## src/rtl/mc_pkg.sv

```systemverilog
// Shared definitions for the phase-select sequencer: load codes, the
// sequencer state encoding, default parameters and the state-to-load mapping.
package mc_pkg;

  localparam logic [1:0] NUL = 2'b00;
  localparam logic [1:0] LAA = 2'b01;
  localparam logic [1:0] LBB = 2'b10;
  localparam logic [1:0] LCC = 2'b11;

  typedef enum logic [1:0] {
    S_IDLE  = 2'd0,
    S_RUN_A = 2'd1,
    S_RUN_B = 2'd2,
    S_RUN_C = 2'd3
  } seq_state_e;

  localparam int PERIOD_W_DEF = 12;
  localparam int SAMP_W_DEF   = 12;
  localparam int HYST_DEF     = 16;
  localparam int DEBOUNCE_DEF = 3;

  function automatic logic [1:0] load_code(input seq_state_e s);
    case (s)
      S_RUN_A: return LAA;
      S_RUN_B: return LBB;
      S_RUN_C: return LCC;
      default: return NUL;
    endcase
  endfunction

endpackage

```

## src/rtl/phase_select_sequencer_sign_detector.sv

```systemverilog
// Load-current sign detector with a symmetric hysteresis band and a
// consecutive-vote debounce before the reported sign is allowed to flip.
module sign_detector #(
  parameter int SAMP_W   = 12,
  parameter int HYST     = 16,
  parameter int DEBOUNCE = 3
) (
  input  logic                     clk,
  input  logic                     rst,
  input  logic signed [SAMP_W-1:0] isample,
  input  logic                     isample_valid,
  output logic                     current_sign
);

  localparam int CW = (DEBOUNCE > 1) ? $clog2(DEBOUNCE) : 1;
  localparam logic signed [SAMP_W-1:0] HI = SAMP_W'(HYST);
  localparam logic signed [SAMP_W-1:0] LO = -HI;

  logic [CW-1:0] votes;
  logic          above;
  logic          below;
  logic          opposite;

  always_comb begin
    above    = isample > HI;
    below    = isample < LO;
    // In-band samples and samples agreeing with the current sign both break the run.
    opposite = above ? !current_sign : (below && current_sign);
  end

  always_ff @(posedge clk or posedge rst) begin
    if (rst) begin
      current_sign <= 1'b0;
      votes        <= '0;
    end else if (isample_valid) begin
      if (!opposite) begin
        votes <= '0;
      end else if (votes == CW'(DEBOUNCE - 1)) begin
        current_sign <= ~current_sign;
        votes        <= '0;
      end else begin
        votes <= votes + 1'b1;
      end
    end
  end

endmodule

```

## src/rtl/phase_select_sequencer.sv

```systemverilog
// Carrier-period sequencer selecting source A/B/C dwell phases from a buffered
// duty set. Define SEQ_ALTERNATE_EN to run odd periods in C, B, A order.
module phase_select_sequencer
  import mc_pkg::*;
#(
  parameter int PERIOD_W = PERIOD_W_DEF,
  parameter int SAMP_W   = SAMP_W_DEF,
  parameter int HYST     = HYST_DEF,
  parameter int DEBOUNCE = DEBOUNCE_DEF
) (
  input  logic                     clk,
  input  logic                     rst,
  input  logic                     enable,
  input  logic                     duty_valid,
  output logic                     duty_ready,
  input  logic [PERIOD_W-1:0]      period,
  input  logic [PERIOD_W-1:0]      duty_a,
  input  logic [PERIOD_W-1:0]      duty_b,
  input  logic signed [SAMP_W-1:0] isample,
  input  logic                     isample_valid,
  output logic [1:0]               desired_load,
  output logic                     current_sign,
  output logic                     period_start,
  output logic                     fault
);

  logic [PERIOD_W-1:0] buf_period, buf_da, buf_db;
  logic                buf_full;
  logic [PERIOD_W-1:0] period_sh, da_sh, db_sh;
  logic                sh_valid;
  seq_state_e          state, state_nx;
  logic [PERIOD_W-1:0] cnt, cnt_nx;
  logic [PERIOD_W-1:0] da_nx, db_nx;
  logic                run_nx, load_sh, xfer, reject, wrap;

`ifdef SEQ_ALTERNATE_EN
  logic                parity, parity_nx;
  logic [PERIOD_W-1:0] p_nx;

  function automatic seq_state_e phase_of(input logic [PERIOD_W-1:0] c, p, a, b,
                                          input logic odd);
    logic [PERIOD_W:0] ce, ab, dc;
    ce = {1'b0, c};
    ab = {1'b0, a} + {1'b0, b};
    dc = {1'b0, p} - ab;
    if (!odd) begin
      if (ce < {1'b0, a}) return S_RUN_A;
      if (ce < ab)        return S_RUN_B;
      return S_RUN_C;
    end
    if (ce < dc)                     return S_RUN_C;
    if (ce < {1'b0, p} - {1'b0, a})  return S_RUN_B;
    return S_RUN_A;
  endfunction
`else
  function automatic seq_state_e phase_of(input logic [PERIOD_W-1:0] c, a, b);
    logic [PERIOD_W:0] ce, ab;
    ce = {1'b0, c};
    ab = {1'b0, a} + {1'b0, b};
    if (ce < {1'b0, a}) return S_RUN_A;
    if (ce < ab)        return S_RUN_B;
    return S_RUN_C;
  endfunction
`endif

  assign duty_ready = !buf_full;

  always_comb begin
    xfer    = duty_valid && !buf_full;
    // Sum is formed one bit wider so large duty pairs cannot wrap into range.
    reject  = xfer && ((({1'b0, duty_a} + {1'b0, duty_b}) > {1'b0, period}) ||
                       (period < PERIOD_W'(2)));
    wrap    = (state != S_IDLE) && (cnt == period_sh - PERIOD_W'(1));
    run_nx  = 1'b0;
    load_sh = 1'b0;
    cnt_nx  = '0;
`ifdef SEQ_ALTERNATE_EN
    parity_nx = parity;
`endif
    if (enable) begin
      if (state == S_IDLE) begin
        if (sh_valid || buf_full) begin
          run_nx  = 1'b1;
          load_sh = buf_full;
`ifdef SEQ_ALTERNATE_EN
          parity_nx = 1'b0;
`endif
        end
      end else begin
        run_nx = 1'b1;
        if (wrap) begin
          load_sh = buf_full;
`ifdef SEQ_ALTERNATE_EN
          parity_nx = ~parity;
`endif
        end else begin
          cnt_nx = cnt + PERIOD_W'(1);
        end
      end
    end
    da_nx    = load_sh ? buf_da : da_sh;
    db_nx    = load_sh ? buf_db : db_sh;
    state_nx = S_IDLE;
`ifdef SEQ_ALTERNATE_EN
    p_nx = load_sh ? buf_period : period_sh;
    if (run_nx) state_nx = phase_of(cnt_nx, p_nx, da_nx, db_nx, parity_nx);
`else
    if (run_nx) state_nx = phase_of(cnt_nx, da_nx, db_nx);
`endif
  end

  always_ff @(posedge clk or posedge rst) begin
    if (rst) begin
      state        <= S_IDLE;
      cnt          <= '0;
      desired_load <= NUL;
      period_start <= 1'b0;
      fault        <= 1'b0;
      buf_full     <= 1'b0;
      buf_period   <= '0;
      buf_da       <= '0;
      buf_db       <= '0;
      sh_valid     <= 1'b0;
      period_sh    <= '0;
      da_sh        <= '0;
      db_sh        <= '0;
`ifdef SEQ_ALTERNATE_EN
      parity       <= 1'b0;
`endif
    end else begin
      state        <= state_nx;
      cnt          <= cnt_nx;
      // Load code trails the state by one cycle, but disable forces NUL at once.
      desired_load <= enable ? load_code(state) : NUL;
      period_start <= run_nx && (cnt_nx == '0);
      fault        <= reject;
`ifdef SEQ_ALTERNATE_EN
      parity       <= parity_nx;
`endif
      if (load_sh) begin
        period_sh <= buf_period;
        da_sh     <= buf_da;
        db_sh     <= buf_db;
        sh_valid  <= 1'b1;
      end
      if (xfer && !reject) begin
        buf_period <= period;
        buf_da     <= duty_a;
        buf_db     <= duty_b;
        buf_full   <= 1'b1;
      end else if (load_sh) begin
        buf_full <= 1'b0;
      end
    end
  end

  sign_detector #(
    .SAMP_W  (SAMP_W),
    .HYST    (HYST),
    .DEBOUNCE(DEBOUNCE)
  ) u_sign (
    .clk          (clk),
    .rst          (rst),
    .isample      (isample),
    .isample_valid(isample_valid),
    .current_sign (current_sign)
  );

endmodule

```

## config.mk

```make
export PLATFORM = sky130hd
export DESIGN_NAME = phase_select_sequencer
export DESIGN_NICKNAME = d
export VERILOG_FILES = /design/src/rtl/mc_pkg.sv /design/src/rtl/phase_select_sequencer_sign_detector.sv /design/src/rtl/phase_select_sequencer.sv
export SDC_FILE = /design/constraint.sdc
export NUM_CORES = 1
export LEC_CHECK = 0
export BUFFER_PORTS_ARGS = -buffer_cell sky130_fd_sc_hd__buf_2
export CAP_MARGIN = 20
export CORE_ASPECT_RATIO = 1.1
export CORE_MARGIN = 2
export CORE_UTILIZATION = 35
export CTS_BUF_LIST = sky130_fd_sc_hd__clkbuf_2 sky130_fd_sc_hd__clkbuf_4 sky130_fd_sc_hd__clkbuf_8
export DETAILED_ROUTE_END_ITERATION = 16
export PLACE_DENSITY = 0.49
export SLEW_MARGIN = 0
export SYNTH_ARGS = -nofsm -noshare
export SYNTH_HDL_FRONTEND = slang
export SYNTH_SLANG_ARGS = --single-unit
```

## constraint.sdc

```tcl
create_clock -name clk -period 9.2 [get_ports clk]
set_clock_uncertainty 0.1 [all_clocks]
set_input_delay 1.38 -clock clk [delete_from_list [all_inputs] [get_ports clk]]
set_output_delay 1.38 -clock clk [all_outputs]
set_load 0.01 [all_outputs]
```

==> summary.md <==
| Metric | Value |
|---|---|
| Status | complete, no violations |
| Post-CTS Hold Fix Bufs | 0 |
| IO Port Bufs | 58 |
| Placed Area | about 6600 um^2 |
| Root buffer cell | clkbuf_8 |
| CP arrival | a little over 7 ns |
| Synthesized area | 6060 um^2 |
| All-layer global routing usage | 16.6% |
| Hold endpoint | u_sign.votes[0]$_DFFE_PP0P_ |
| Global route overflow | 0 |
| FFs w/ async S/R, synth | 100% |
| Reg2reg start | period_sh[0]$_DFFE_PP0P_ |
| Top cells by area, synth | dfrtp_1 (39%), ha_1 (12%), mux2_2 (11%), xnor2_1 (3.6%), xor2_1 (2.9%) |
| WL per Instance | 16.7 um |
| Vias post-DR | 4380 |
| GR Util met2 | 28.5% |
| Setup repair bufs after CTS | 0 |
| Pwr dens | 298 nW/um^2 |
| Cell Count, Final, Fillers Out | 855 |
| Hold Crit Class | flip-flop to flip-flop |
| Max-slew violations | 0 |
| Startpoint types | flip-flop |
| Crit Path Class | flip-flop to flip-flop |
| Fraction of layout cells with a size suffix above 1 | roughly 25% |
| VDD IR max | 114 uV |
| Cell Count Post-Placement | 839 |
| Mapped Cells | 560 |
| Power, Total | between 2000 and 2500 uW |
| CTS resizes | 0 |
| R2r setup slk | 2.28 ns |
| Relative slew margins | between 40% and 50% |
| First-pass GRT wire length | 23.6 mm |
| Crit-path most repeated cell | ha_1 |
| WL final | 14.3 mm |
| Reg2reg end | state[0]$_DFF_PP0_ |
| Unique masters post-synth | 75 |
| Syn Area/Cell | 10.8 um^2 |
| Area of the die | between 15000 and 20000 um^2 |
| Total Neg Setup Slack | 0 ns |
| Initial core utilization | 35.6% |
| Clock transition at path regs | 0.10 ns |
| Synthesis-stage register bit count | 95 |
| RSZ-0062 raised after global routing | false |
| Register area share after synthesis | about 40% |
| CP Launch Point | period_sh[0]$_DFFE_PP0P_ |
| Post-synth top cells | dfrtp_1 (95), ha_1 (58), mux2_2 (58), inv_1 (36), nor2_1 (36) |
| Reg2reg path depth | 25 |
| DIE HEIGHT | approximately 140 um |
| Hold WS | 0.370 ns |
| Post-synth net total | 673 |
| Antenna viol nets, final | 0 |
| Tmin final | 6.92 ns |
| LEAKAGE | between 0.003 and 0.004 uW |
| CTS tree | done |
| Net count, final | 729 |
| GPL Wtd Cong | ~0.84 |
| Clock tree buffer depth | 2 |
| Most used DFF post-synth | dfrtp_1 |
| Final setup vio count | 0 |
| Fmax | 0.144 GHz |
| Site Rows | 50 |
| Share of the synthesized area in the top cell type | 39.2% |
| Tcrit/Tclk final | between 70% and 80% |
| Die width | ~130 um |
| Via/cell ratio | 5.12 |
| CTS H-Tree Depth | 3 |
| M3 GR Usage | approximately 2.4% |
| Initial antenna violation count | 0 |
| Setup crit end kind | flip-flop |
| Ports | 59 |
| Area Overhead vs Synth | 12.0% |
| CP max-delay cell | dfrtp_1 |
| CTS Sinks | between 90 and 100 |
| Residual DRC | 0 |
| Final Cell Area | 6790 um^2 |
| Vias in the first global route | 4683 |
| Grt met1 use | 20.7% |
| Slew @ Worst Pin | 0.840 ns |
| Worst hold path startpoint | u_sign.votes[1]$_DFFE_PP0P_ |
| EDFF count, synth | 0 |
| CTS buffer count | 9 |
| Final hold violation count | 0 |
| WP data required | 9.37 ns |
| Global route hottest layer | met2 |
| Post-synth top area cell | dfrtp_1 |
| Initial drt markers | 150 |
| Clk Latency, worst-skew pair | 0.39 ns |
| First-pass detailed-route iteration total | 5 |
| Core area | 17000 um^2 |
| CP Max Fanout | 16 |
| Pin count of the biggest net entering global routing | 67 |
| Slowest Stage Delay on Critical Path | between 0.4 and 0.5 ns |
| Hold Crit Depth | 1 |
| Post-DP HPWL | 11.3 mm |
| Max Cap Viol | 0 |
| Yosys Warn Count | 0 |
| N_diodes | 0 |
| Top-count cell post-synth | dfrtp_1 |
worst max path at each step:
stage / slack (ns) / to / cells after the start
final: 2.28 / state[0]$_DFF_PP0_ / 25
after global routing: 1.84 / state[0]$_DFF_PP0_ / 25
after CTS: 2.22 / state[0]$_DFF_PP0_ / 25
after detailed placement: 2.25 / state[0]$_DFF_PP0_ / 25
after global placement: 2.47 / state[0]$_DFF_PP0_ / 25
after floorplan: 2.89 / state[0]$_DFF_PP0_ / 26
report_power, final:
group,switching [uW],leakage [uW],total [uW],internal [uW]
Clock,169,0.0000903,273,104
Sequential,124,0.00116,712,587
Combinational,531,0.00186,1040,506
Total,825,0.00311,2020,1200
worst max-delay path: cells and delay by family (launching register included):
family / cells / cell delay, ns
AO/OA/AOI/OAI: 10 / 2.37
adder cells (fa/ha/maj): 5 / 1.57
buffers and inverters: 1 / 0.11
flip-flops: 1 / 0.47
multiplexers: 3 / 0.93
AND/OR/NAND/NOR: 6 / 1.29
per-layer routing:
layer / up-vias / share of wire, %
met4: 0 / 2.9
met3: 21 / 2.3
li1: 2144 / -
met1: 2149 / 45
met2: 66 / 50
met5: - / 0
placed cells by master, fill, tap and decap left out, types with 7 or more instances in the layout:
cell type and n:
a21o_1 10, nand4_1 8, inv_1 35, mux2i_1 11, nor2b_1 10, and3_1 7, nor3_1 7, o21ai_0 20
nand3_1 10, mux2_2 58, dfrtp_1 95, xnor2_1 25, a21oi_1 22, xor2_1 20, nand2_1 20, buf_2 58
ha_1 58, nor2_1 36, clkbuf_8 9
registers in the layout, summed over array words and instances, names as in the netlist:
signal,cells
da_sh,12
period_start,1
u_sign.current_sign,1
sh_valid,1
db_sh,12
desired_load,2
u_sign.votes,2
fault,1
buf_period,12
buf_full,1
buf_db,12
period_sh,12
buf_da,12
cnt,12
state,2
cells by family after synthesis:
logic type | share of synthesized area (%)
xor gates and xnor gates | 6.87
AOI/OAI and AO/OA | 12.9
adders and majority gates | 13.3
and+or+nand+nor | 11.5
buffers and inverters | 3.41
DFF | 39.2
muxes | 12.8
layout make-up:
| cell class | count | area, um^2 |
|---|---|---|
| fill | 1706 | 10200 |
| clock buffer | 9 | 124 |
| tap | 234 | 293 |
| sequential | 95 | 2380 |
| timing repair buffer | 61 | 313 |
| clock inverter | 7 | 63.8 |
| inverter | 36 | 138 |
| multi-input combinational | 413 | 3480 |
metrics by stage:
step	util [%]	setup slack [ns]
global route	39.9	1.84
global placement	38.8	2.47
finish	39.9	2.28
CTS	39.9	2.22
floorplan	-	2.89
detailed placement	38.8	2.25
Note: power is estimated with default switching activity, not from simulation.
